<file path="src/rtl/core_sequencer.sv">
// Multi-cycle instruction sequencer: FETCH -> FWAIT -> EXEC -> [MEM] -> WB, plus counters.
// Optional macro CORE_SEQ_STEP_EN: a step pulse in IDLE runs exactly one instruction.
module core_sequencer #(
    parameter int CNT_W       = 32,
    parameter int MEM_TIMEOUT = 16
) (
    input  logic             clk,
    input  logic             reset,
    input  logic             run,
    input  logic             step,
    input  logic [6:0]       opcode,
    input  logic             mem_read,
    input  logic             mem_write,
    input  logic             reg_write_req,
    input  logic             dmem_ready,
    output logic             imem_en,
    output logic             ir_we,
    output logic             pc_we,
    output logic             rf_we,
    output logic             dmem_en,
    output logic             dmem_we,
    output logic [2:0]       state,
    output logic             halted,
    output logic             trap,
    output logic [CNT_W-1:0] cycle_cnt,
    output logic [CNT_W-1:0] instret_cnt
);

    typedef enum logic [2:0] {
        S_IDLE  = 3'd0,
        S_FETCH = 3'd1,
        S_FWAIT = 3'd2,
        S_EXEC  = 3'd3,
        S_MEM   = 3'd4,
        S_WB    = 3'd5,
        S_HALT  = 3'd6,
        S_TRAP  = 3'd7
    } state_t;

    localparam logic [6:0] OP_SYSTEM = 7'b1110011;
    localparam logic [7:0] WAIT_LAST = 8'(MEM_TIMEOUT - 1);

    state_t           state_q, state_d;
    logic [7:0]       wait_q, wait_d;
    logic [CNT_W-1:0] cycle_q, cycle_d;
    logic [CNT_W-1:0] instret_q, instret_d;
    logic             start;
    logic             active;

    function automatic logic is_legal(input logic [6:0] op);
        case (op)
            7'b0110011, 7'b0010011, 7'b0000011, 7'b0100011,
            7'b1100011, 7'b1101111, 7'b1100111, 7'b0110111,
            7'b0010111, 7'b0111011, 7'b0011011: is_legal = 1'b1;
            default:                            is_legal = 1'b0;
        endcase
    endfunction

`ifdef CORE_SEQ_STEP_EN
    // A step pulse only matters in IDLE; WB with run low returns to IDLE by itself.
    assign start = run | step;
`else
    logic unused_step;
    assign unused_step = step;
    assign start       = run;
`endif

    assign active = (state_q != S_IDLE) && (state_q != S_HALT) && (state_q != S_TRAP);

    always_comb begin
        state_d   = state_q;
        wait_d    = wait_q;
        cycle_d   = active ? cycle_q + CNT_W'(1) : cycle_q;
        instret_d = (state_q == S_WB) ? instret_q + CNT_W'(1) : instret_q;
        case (state_q)
            S_IDLE:  if (start) state_d = S_FETCH;
            S_FETCH: state_d = S_FWAIT;
            S_FWAIT: state_d = S_EXEC;
            S_EXEC: begin
                wait_d = '0;
                if (opcode == OP_SYSTEM)        state_d = S_HALT;
                else if (!is_legal(opcode))     state_d = S_TRAP;
                else if (mem_read || mem_write) state_d = S_MEM;
                else                            state_d = S_WB;
            end
            S_MEM: begin
                wait_d = wait_q + 8'(1);
                // Ready takes priority over the timeout on the final allowed cycle.
                if (dmem_ready)                state_d = S_WB;
                else if (wait_q == WAIT_LAST)  state_d = S_TRAP;
            end
            S_WB:    state_d = run ? S_FETCH : S_IDLE;
            S_HALT:  state_d = S_HALT;
            S_TRAP:  state_d = S_TRAP;
            default: state_d = S_IDLE;
        endcase
    end

    always_ff @(posedge clk or negedge reset) begin
        if (!reset) begin
            state_q   <= S_IDLE;
            wait_q    <= '0;
            cycle_q   <= '0;
            instret_q <= '0;
        end else begin
            state_q   <= state_d;
            wait_q    <= wait_d;
            cycle_q   <= cycle_d;
            instret_q <= instret_d;
        end
    end

    // Moore decode of the registered state, so reset clears every output immediately.
    assign imem_en     = (state_q == S_FETCH);
    assign ir_we       = (state_q == S_FWAIT);
    assign dmem_en     = (state_q == S_MEM);
    assign dmem_we     = (state_q == S_MEM) && mem_write;
    assign pc_we       = (state_q == S_WB);
    assign rf_we       = (state_q == S_WB) && reg_write_req;
    assign halted      = (state_q == S_HALT);
    assign trap        = (state_q == S_TRAP);
    assign state       = state_q;
    assign cycle_cnt   = cycle_q;
    assign instret_cnt = instret_q;

endmodule
</file>
<file path="config.mk">
export PLATFORM = sky130hd
export DESIGN_NAME = core_sequencer
export DESIGN_NICKNAME = d
export VERILOG_FILES = /design/src/rtl/core_sequencer.sv
export SDC_FILE = /design/constraint.sdc
export NUM_CORES = 1
export LEC_CHECK = 0
export BUFFER_PORTS_ARGS = -buffer_cell sky130_fd_sc_hd__buf_2
export CORE_ASPECT_RATIO = 0.75
export CORE_UTILIZATION = 30
export CTS_BUF_LIST = sky130_fd_sc_hd__clkbuf_4 sky130_fd_sc_hd__clkbuf_8
export DETAILED_ROUTE_END_ITERATION = 7
export HOLD_SLACK_MARGIN = 0.15
export SYNTH_ARGS = -nofsm -noshare
export SYNTH_HDL_FRONTEND = slang
export SYNTH_SLANG_ARGS = --single-unit
</file>
<file path="constraint.sdc">
create_clock -name clk -period 4 [get_ports clk]
set_input_delay 0.8 -clock clk [delete_from_list [all_inputs] [get_ports clk]]
set_output_delay 0.8 -clock clk [all_outputs]
set_load 0.02 [all_outputs]
</file>
; ---- Word level (Yosys, flattened, before mapping)
; Index checks and enable logic that the tools add are counted.
[classes]
n_addsub = 3
n_eq_ne = 24
mux = 12
n_reduce_logical = 10
[op_table]
columns = cell, count
row1 = 32-bit by 1-bit adder with 32-bit output (second input constant), 2
row2 = 7-bit by 6-bit equality test with 1-bit output (second input constant), 4
row3 = 7-bit equality test (second input constant), 4
row4 = 3-bit case mux with 8 select lines, 1
row5 = 7-bit by 5-bit equality test with 1-bit output (second input constant), 3
row6 = 8-bit case mux with 2 select lines, 1
row7 = 3-bit equality test (second input constant), 4
row8 = 11-bit OR reduction, 1
row9 = 3-bit two-way mux, 3
row10 = 8-bit by 1-bit adder with 8-bit output (second input constant), 1
row11 = 8-bit by 4-bit equality test with 1-bit output (second input constant), 1
row12 = 7-bit by 2-bit equality test with 1-bit output (second input constant), 1
row13 = 3-bit by 2-bit equality test with 1-bit output (second input constant), 2
row14 = 3-bit != test (second input constant), 2
row15 = 1-bit two-way mux, 5
row16 = 1-bit logical AND, 4
row17 = 2-bit two-way mux, 2
row18 = 3-bit by 1-bit equality test with 1-bit output (second input constant), 1
row19 = 3-bit zero test, 1
row20 = 3-bit by 2-bit != test with 1-bit output (second input constant), 1
row21 = 3-bit nonzero test, 1
row22 = 2-bit != test (second input constant), 1
row23 = 2-bit AND reduction, 1
row24 = 2-bit nonzero test, 1
row25 = 1-bit logical OR, 1
[word_totals]
ff_bits = 75
out_inout_bits = 75
word_cells = 53

; ---- Longest topological paths before layout
; Gate-level depths: netlist of the first run.
[logic_depth]
word_depth = 8
ltp_mapped = 7
mapped_depth_nobuf = 5

; ---- Worst setup path after synthesis of the first run
; Ideal clock, no wire load.
[synth_path]
kind = reg-to-output
from = register (tool-made name)
to = output port dmem_we
arrival_time_ns = 1.595
required_ns = 3.200
slack_ns = 1.605
path_stages_with_launch = 6
n_path_buf = 2
cell_sequence = dfrtp_1 -> buf_6 -> or3b_1 -> buf_6 -> inv_1 -> and2_1
[synth_rtl]
columns = item, line_no
row1 = to (decl), 21  ; output logic dmem_we,

==> summary.txt, run 1 <==
Route
  • DRC violation total after the first TritonRoute iteration: 103
  • DR vias: ~2900
  • DR vias/cell: 4.79
  • Routed wire length: about 8100 µm
  • DRT Pass-1 Iters: 4
  • Wire per inst: between 10 and 15 µm
  • Antenna Violating Nets Remaining: 0
  • # DRC: 0

Clocking
  • CTS tree: done
  • H-tree levels: 3
  • Post-CTS Hold Buffers: 0
  • Worst-path clk slew: roughly 90 ps
  • Clock Latency Late Sink: 340 ps
  • Num CTS Buffers: 9
  • # resized after CTS: 0
  • Clk root buf: clkbuf_8
  • Clock sink count: 75
  • Deepest clock path buffer count: 2
  • Setup Buffers After CTS: 0

Layout
  • Area of the multi-input gates: ~1800 µm²
  • Reg area: ~1900 µm²
  • Share of layout cells above drive strength 1: approximately 28%
  • Ant diodes: 0
  • Filler Cell Count: around 1300
  • Layout Utilization: around 37%
  • Synth-to-Final Area Change: 21.3%
  • Nets: approximately 450

Yosys
  • Top cell type's share of synthesized area: 49.8%
  • Syn Nets: 362
  • Compound-Gate Fraction of Synth Area: between 2 and 3%
  • Adder-Cell Fraction of Synth Area: less than 1%
  • Sequential area share after synthesis: roughly half
  • Avg Cell Area, Syn: about 11 µm²
  • Top cells by area, synth: dfrtp_1 50%, xnor2_1 13%, nand3_1 4.6%
  • Syn Std Cell Area: roughly 3800 µm²
  • Main flop type after synthesis: dfrtp_1
  • Xor/xnor share of the synthesized area: roughly 14%
  • Syn Inst Count: approximately 340
  • Synth Warn #: 0
  • EDFF count, synth: 0
  • Synth area leader: dfrtp_1
  • Multiplexer share of the synthesized area: 1.63%
  • Number of synthesized register bits: 75
  • FFs w/ async S/R, synth: 100%
  • Main combinational cell family by area after synthesis: simple AND/OR/NAND/NOR gates
  • Post-synthesis simple-gate area fraction: 27.7%
  • Count of different cell masters after synthesis: a little over 50

Die
  • Rows: 35
  • Floorplan Core Area: 12300 µm²
  • Initial Util: just over 30%
  • Chip Height: 99.1 µm
  • Io pins: 90
  • Die span in x: 131 µm
  • Die area: ~13000 µm²

Timing
  • Slew HR: between 30 and 40%
  • Final min period: approximately 2800 ps
  • Period utilization: a little over two thirds
  • Fin. Hold Viols: 0
  • Final Setup Violations: 0
  • Fin Hold WS: ~470 ps
  • Setup TNS: 0 ps
  • Worst-Margin Slew: approximately 960 ps
  • Worst Skew: a little under 10 ps
  • Max Slew Vio Count: 0
  • Unrepaired setup endpoints after global routing: no
  • Max Fclk: around 360 MHz

Global route
  • All-Layer GR Usage: approximately 13%
  • First-pass GRT wire length: 14000 µm
  • M2 GR Usage: between 10% and 20%
  • Largest net degree at the start of global routing: 76
  • Global routing met3 resource utilization: 3.76%
  • Total gr overflow: 0
  • Vias in the first global route: 2791
  • Grt met1 use: between 10% and 20%
  • Gr busiest metal: met2
  • Initial antenna violation count: 0

Placed design
  • Post-DP HPWL: 5840 µm
  • Port bufs: 88
  • Routability Congestion: 0.756

Job
  • Max-cap violation count: 0

Worst setup path
  • Crit path cell chain: or3b_1 -> inv_1 -> and2_1 -> buf_2
  • R2r endpoint: wait_q[6]
  • Crit. End Element: output pin
  • Slowest CP cell: dfrtp_1
  • Crit Path Class: flip-flop to output pin
  • Crit path max fanout: 12
  • CP Depth: 4
  • Worst EP required: 3200 ps
  • CP max stage delay: 630 ps
  • End point of the critical path: dmem_we
  • CP Launch Type: flip-flop
  • CP delay by family, top: simple AND/OR/NAND/NOR gates
  • R2R Setup Slk: roughly 2100 ps
  • Buffer and inverter count on the worst path: 2
  • Worst Path Arrival: approximately 2000 ps
  • Reg2Reg Depth: 4

Status
  • Run status: finished, final reports clean

Pwr
  • Power per cell area: around 460 nW/µm²
  • VDD IR max: ~0.00025 V
  • Leak: approximately 2.2 nW

Worst hold path
  • Hold Path Class: flip-flop to flip-flop
## cell type report
class | instances | area share (%)
sequential | 75 | 41.1
timing repair buffer | 89 | 9.85
inverter | 6 | 0.493
clock buffer | 9 | 2.71
multi-input combinational | 254 | 39.1
clock inverter | 7 | 2.19
tap | 166 | 4.54
## where the power goes
part / internal (mW) / switching [mW]
sequential: 0.823 / 0.128
combinational: 0.187 / 0.302
clock: 0.356 / 0.297
## cells in the mapped netlist (all sizes together), types with 2 or more instances
master and count:
nand4 25, nor3 8, ha 3, and4 3, o21ai 4, nand3b 2, mux2i 5, and2 2
buf 8, dfrtp 75, xnor2 56, nor3b 2, nand4b 6, and3 13, or3 2, inv 6
nand3 36, nand2 37, xor2 6, nor2 15, nor4 11
## placed cells by master (no fill, tap or decap), types with 2 or more instances in the layout
master | Yosys | routed
buf_2 | 3 | 87
dfrtp_1 | 75 | 75
xnor2_1 | 56 | 56
nand2_1 | 37 | 37
nand3_1 | 35 | 35
nand4_1 | 24 | 24
nor2_1 | 15 | 15
and3_1 | 11 | 11
clkbuf_8 | 0 | 9
nor3_1 | 7 | 7
inv_1 | 6 | 6
xor2_1 | 6 | 6
mux2i_1 | 5 | 5
nand4b_1 | 5 | 5
nor4_1 | 4 | 4
o21ai_0 | 4 | 4
nor4_2 | 4 | 4
nor4_4 | 3 | 3
ha_1 | 3 | 3
clkinv_4 | 0 | 3
and3_2 | 2 | 2
nor3b_1 | 2 | 2
and2_1 | 2 | 2
or3_1 | 2 | 2
and4_1 | 2 | 2
bufinv_16 | 0 | 2
buf_4 | 0 | 2
## metrics by stage
stage	cells	area, µm²	total power [mW]	setup WS, ps
after floorplan	344	3770	1.32	1600
after global placement	590	4350	1.44	1620
after detailed placement	590	4350	1.46	1600
after CTS	606	4570	2.12	1190
after global routing	606	4570	2.22	1120
final	606	4570	2.09	1200
## flip-flops by register name, summed over array words and instances, names as in the netlist, named ones only
register	flops
cycle_cnt	32
instret_cnt	32
state	2
wait_q	8
## metal layers
metal | share of wire (%) | vias to the layer above
met5 | 0 | -
met4 | 0.78 | 0
met3 | 4.7 | 7
met2 | 43 | 78
met1 | 52 | 1403
li1 | - | 1413
## kinds of logic (layout without fill, tap and decap cells)
group           after synthesis  after routing
flops                        75             75
mux                           6              6
simple gates                169            169
xor+xnor                     62             62
fa+ha+maj                     3              3
buf+inv                      15            111
compound gates               14             14
## worst min-delay path by stage
| stage | start | end | cells past startpoint |
|---|---|---|---|
| global placement | cycle_cnt[31] | cycle_cnt[31] | 1 |
| CTS | cycle_cnt[31] | cycle_cnt[31] | 1 |
| global route | cycle_cnt[31] | cycle_cnt[31] | 1 |
| finish | cycle_cnt[31] | cycle_cnt[31] | 1 |
| floorplan | wait_q[7] | wait_q[7] | 1 |
| detailed placement | cycle_cnt[31] | cycle_cnt[31] | 1 |
Note: power is estimated with default switching activity, not from simulation.
==> run 2: changes to the inputs <==
==> constraint.sdc (replaced) <==
create_clock -name clk -period 2.55 [get_ports clk]
set_input_delay 0.51 -clock clk [delete_from_list [all_inputs] [get_ports clk]]
set_output_delay 0.51 -clock clk [all_outputs]
set_load 0.02 [all_outputs]
==> run 2 against run 1 <==
Routed wire length increased by 1.6%. Die area unchanged. Highest routed layer unchanged. Sequential power increased by 49%. Critical path type unchanged. Final cell count increased by 0.83%. Sequential share of layout area decreased by 0.44 points. Combinational power increased by 78%.
==> summary.txt, run 2 (synthesized netlist as in run 1, its figures left out) <==
Clocking
  • Clock sink count: 75
  • Deepest clock path buffer count: 2
  • Num CTS Buffers: 9
  • Clk root buf: clkbuf_8
  • Worst-path clk slew: approximately 80 ps
  • Clock Latency Late Sink: between 300 and 400 ps
  • # resized after CTS: 0
  • H-tree levels: 3
  • Setup Buffers After CTS: 0
  • CTS tree: done

Route
  • DRC violation total after the first TritonRoute iteration: 155
  • Wire per inst: ~14 µm
  • # DRC: 0
  • DR vias/cell: 4.83
  • DR vias: about 3000
  • Routed wire length: roughly 8300 µm
  • Antenna Violating Nets Remaining: 0
  • DRT Pass-1 Iters: 4

Timing
  • Setup TNS: 0 ps
  • Max Slew Vio Count: 0
  • Final min period: ~2200 ps
  • Period utilization: 87.9%
  • Worst-Margin Slew: 559 ps
  • Fin Hold WS: roughly 470 ps
  • Fin. Hold Viols: 0
  • Worst Skew: slightly below 10 ps
  • Max Fclk: between 400 and 500 MHz
  • Slew HR: 62.4%
  • Unrepaired setup endpoints after global routing: no
  • Final Setup Violations: 0

Worst setup path
  • Worst EP required: 2040 ps
  • CP Launch Point: state[1]
  • Slowest CP cell: or3b_1
  • Worst Path Arrival: 1730 ps
  • CP Launch Type: flip-flop
  • CP delay by family, top: simple AND/OR/NAND/NOR gates
  • Crit. End Element: output pin
  • Crit Path Class: flip-flop to output pin
  • Buffer and inverter count on the worst path: 2
  • CP Depth: 4
  • R2r endpoint: instret_cnt[25]
  • End point of the critical path: dmem_we
  • FF-to-FF Start: state[1]
  • Reg2Reg Depth: 5
  • Crit path max fanout: 8
  • CP max stage delay: around 530 ps
  • Crit path cell chain: or3b_1 -> inv_1 -> and2_1 -> buf_2
  • R2R Setup Slk: ~730 ps

Die
  • Io pins: 90
  • Chip Height: 99.1 µm
  • Floorplan Core Area: 12300 µm²
  • Rows: 35
  • Die span in x: between 100 and 150 µm
  • Initial Util: between 30% and 40%
  • Die area: 13000 µm²

Status
  • Run status: finished, final reports clean

Global route
  • Total gr overflow: 0
  • All-Layer GR Usage: a little over an eighth
  • First-pass GRT wire length: approximately 14000 µm
  • Largest net degree at the start of global routing: 40
  • Vias in the first global route: ~2800
  • Initial antenna violation count: 0

Placed design
  • Routability Congestion: ~0.78
  • Post-DP HPWL: approximately 6000 µm
  • Dpl cell area: roughly 4400 µm²
  • Placed cell count: approximately 590
  • Port bufs: 88

Worst hold path
  • Hold Path Class: input pin to flip-flop

Layout
  • Commonest cells after routing, fill and taps aside: 87 x buf_2, 75 x dfrtp_1, 56 x xnor2_1
  • Layout Utilization: 37.7%
  • Nets: 458
  • Final cell count without fillers: a little over 600
  • Synth-to-Final Area Change: 22.6%
  • Final Cell Area: roughly 4600 µm²
  • Filler Cell Count: about 1300
  • Ant diodes: 0
  • Most common cell after layout, fill and taps aside: buf_2
  • Share of layout cells above drive strength 1: between 20% and 30%

Pwr
  • VDD IR max: roughly 0.00043 V
  • Leak: between 2 and 2.5 nW
  • Power per cell area: approximately 700 nW/µm²

Job
  • Max-cap violation count: 0
## run 2: changes by cell type in the layout (fill, tap and decap cells not counted)
cell and change:
dlygate4sd3_1 +1, clkbuf_4 +1, clkinv_4 -1, buf_4 +3, inv_6 -1, clkinvlp_4 +1, buf_12 +1
## run 2: repair_timing
item	CTS	global route
setup endpoints to repair	0	0
endpoints found under the hold margin	38	0
hold buffers	1	0
## run 2: worst min-delay path by stage
stage                             start                         end  slack, ps  cells past startpoint
after global routing      cycle_cnt[31]               cycle_cnt[31]        490                      1
after floorplan                   reset  asynchronous set/reset pin        210                      0
after CTS                           run                    state[0]        450                      3
after detailed placement  cycle_cnt[31]               cycle_cnt[31]        460                      1
final                               run                    state[0]        470                      3
after global placement    cycle_cnt[31]               cycle_cnt[31]        460                      1
## run 2: power breakdown
part           switching (mW)  internal (mW)  total (mW)
clock network           0.456          0.564        1.02
logic                   0.548          0.324       0.872
registers               0.127           1.29        1.42
## run 2: through the flow
| stage | setup slack, ps | power [mW] |
|---|---|---|
| floorplan | 445 | 2.07 |
| global placement | 702 | 2.30 |
| detailed placement | 684 | 2.32 |
| CTS | 273 | 3.36 |
| global route | 192 | 3.51 |
| finish | 308 | 3.31 |
## run 2: layer usage
metal / wire length (µm) / up-vias / track usage [%]
li1: - / 1425 / -
met1: 4210 / 1431 / 18.7
met2: 3540 / 83 / 19.8
met3: 414 / 10 / 3.86
met4: 96 / 0 / 4.29
met5: 0 / - / 0
## run 2: worst reg2reg max path, stage by stage (launching register included)
cell and delay (ps):
dfrtp_1 380, buf_4 180, nand3b_4 210, nor4_4 580, nand4b_1 200, xnor2_1 160
## run 2: cell type report
type | instances | area, µm² | area share (%)
Clock inverter | 6 | 90.1 | 1.95
Tap cell | 166 | 208 | 4.49
Inverter | 6 | 22.5 | 0.487
Sequential cell | 75 | 1880 | 40.6
Multi-Input combinational cell | 254 | 1790 | 38.7
Clock buffer | 10 | 131 | 2.84
Timing Repair Buffer | 94 | 503 | 10.9
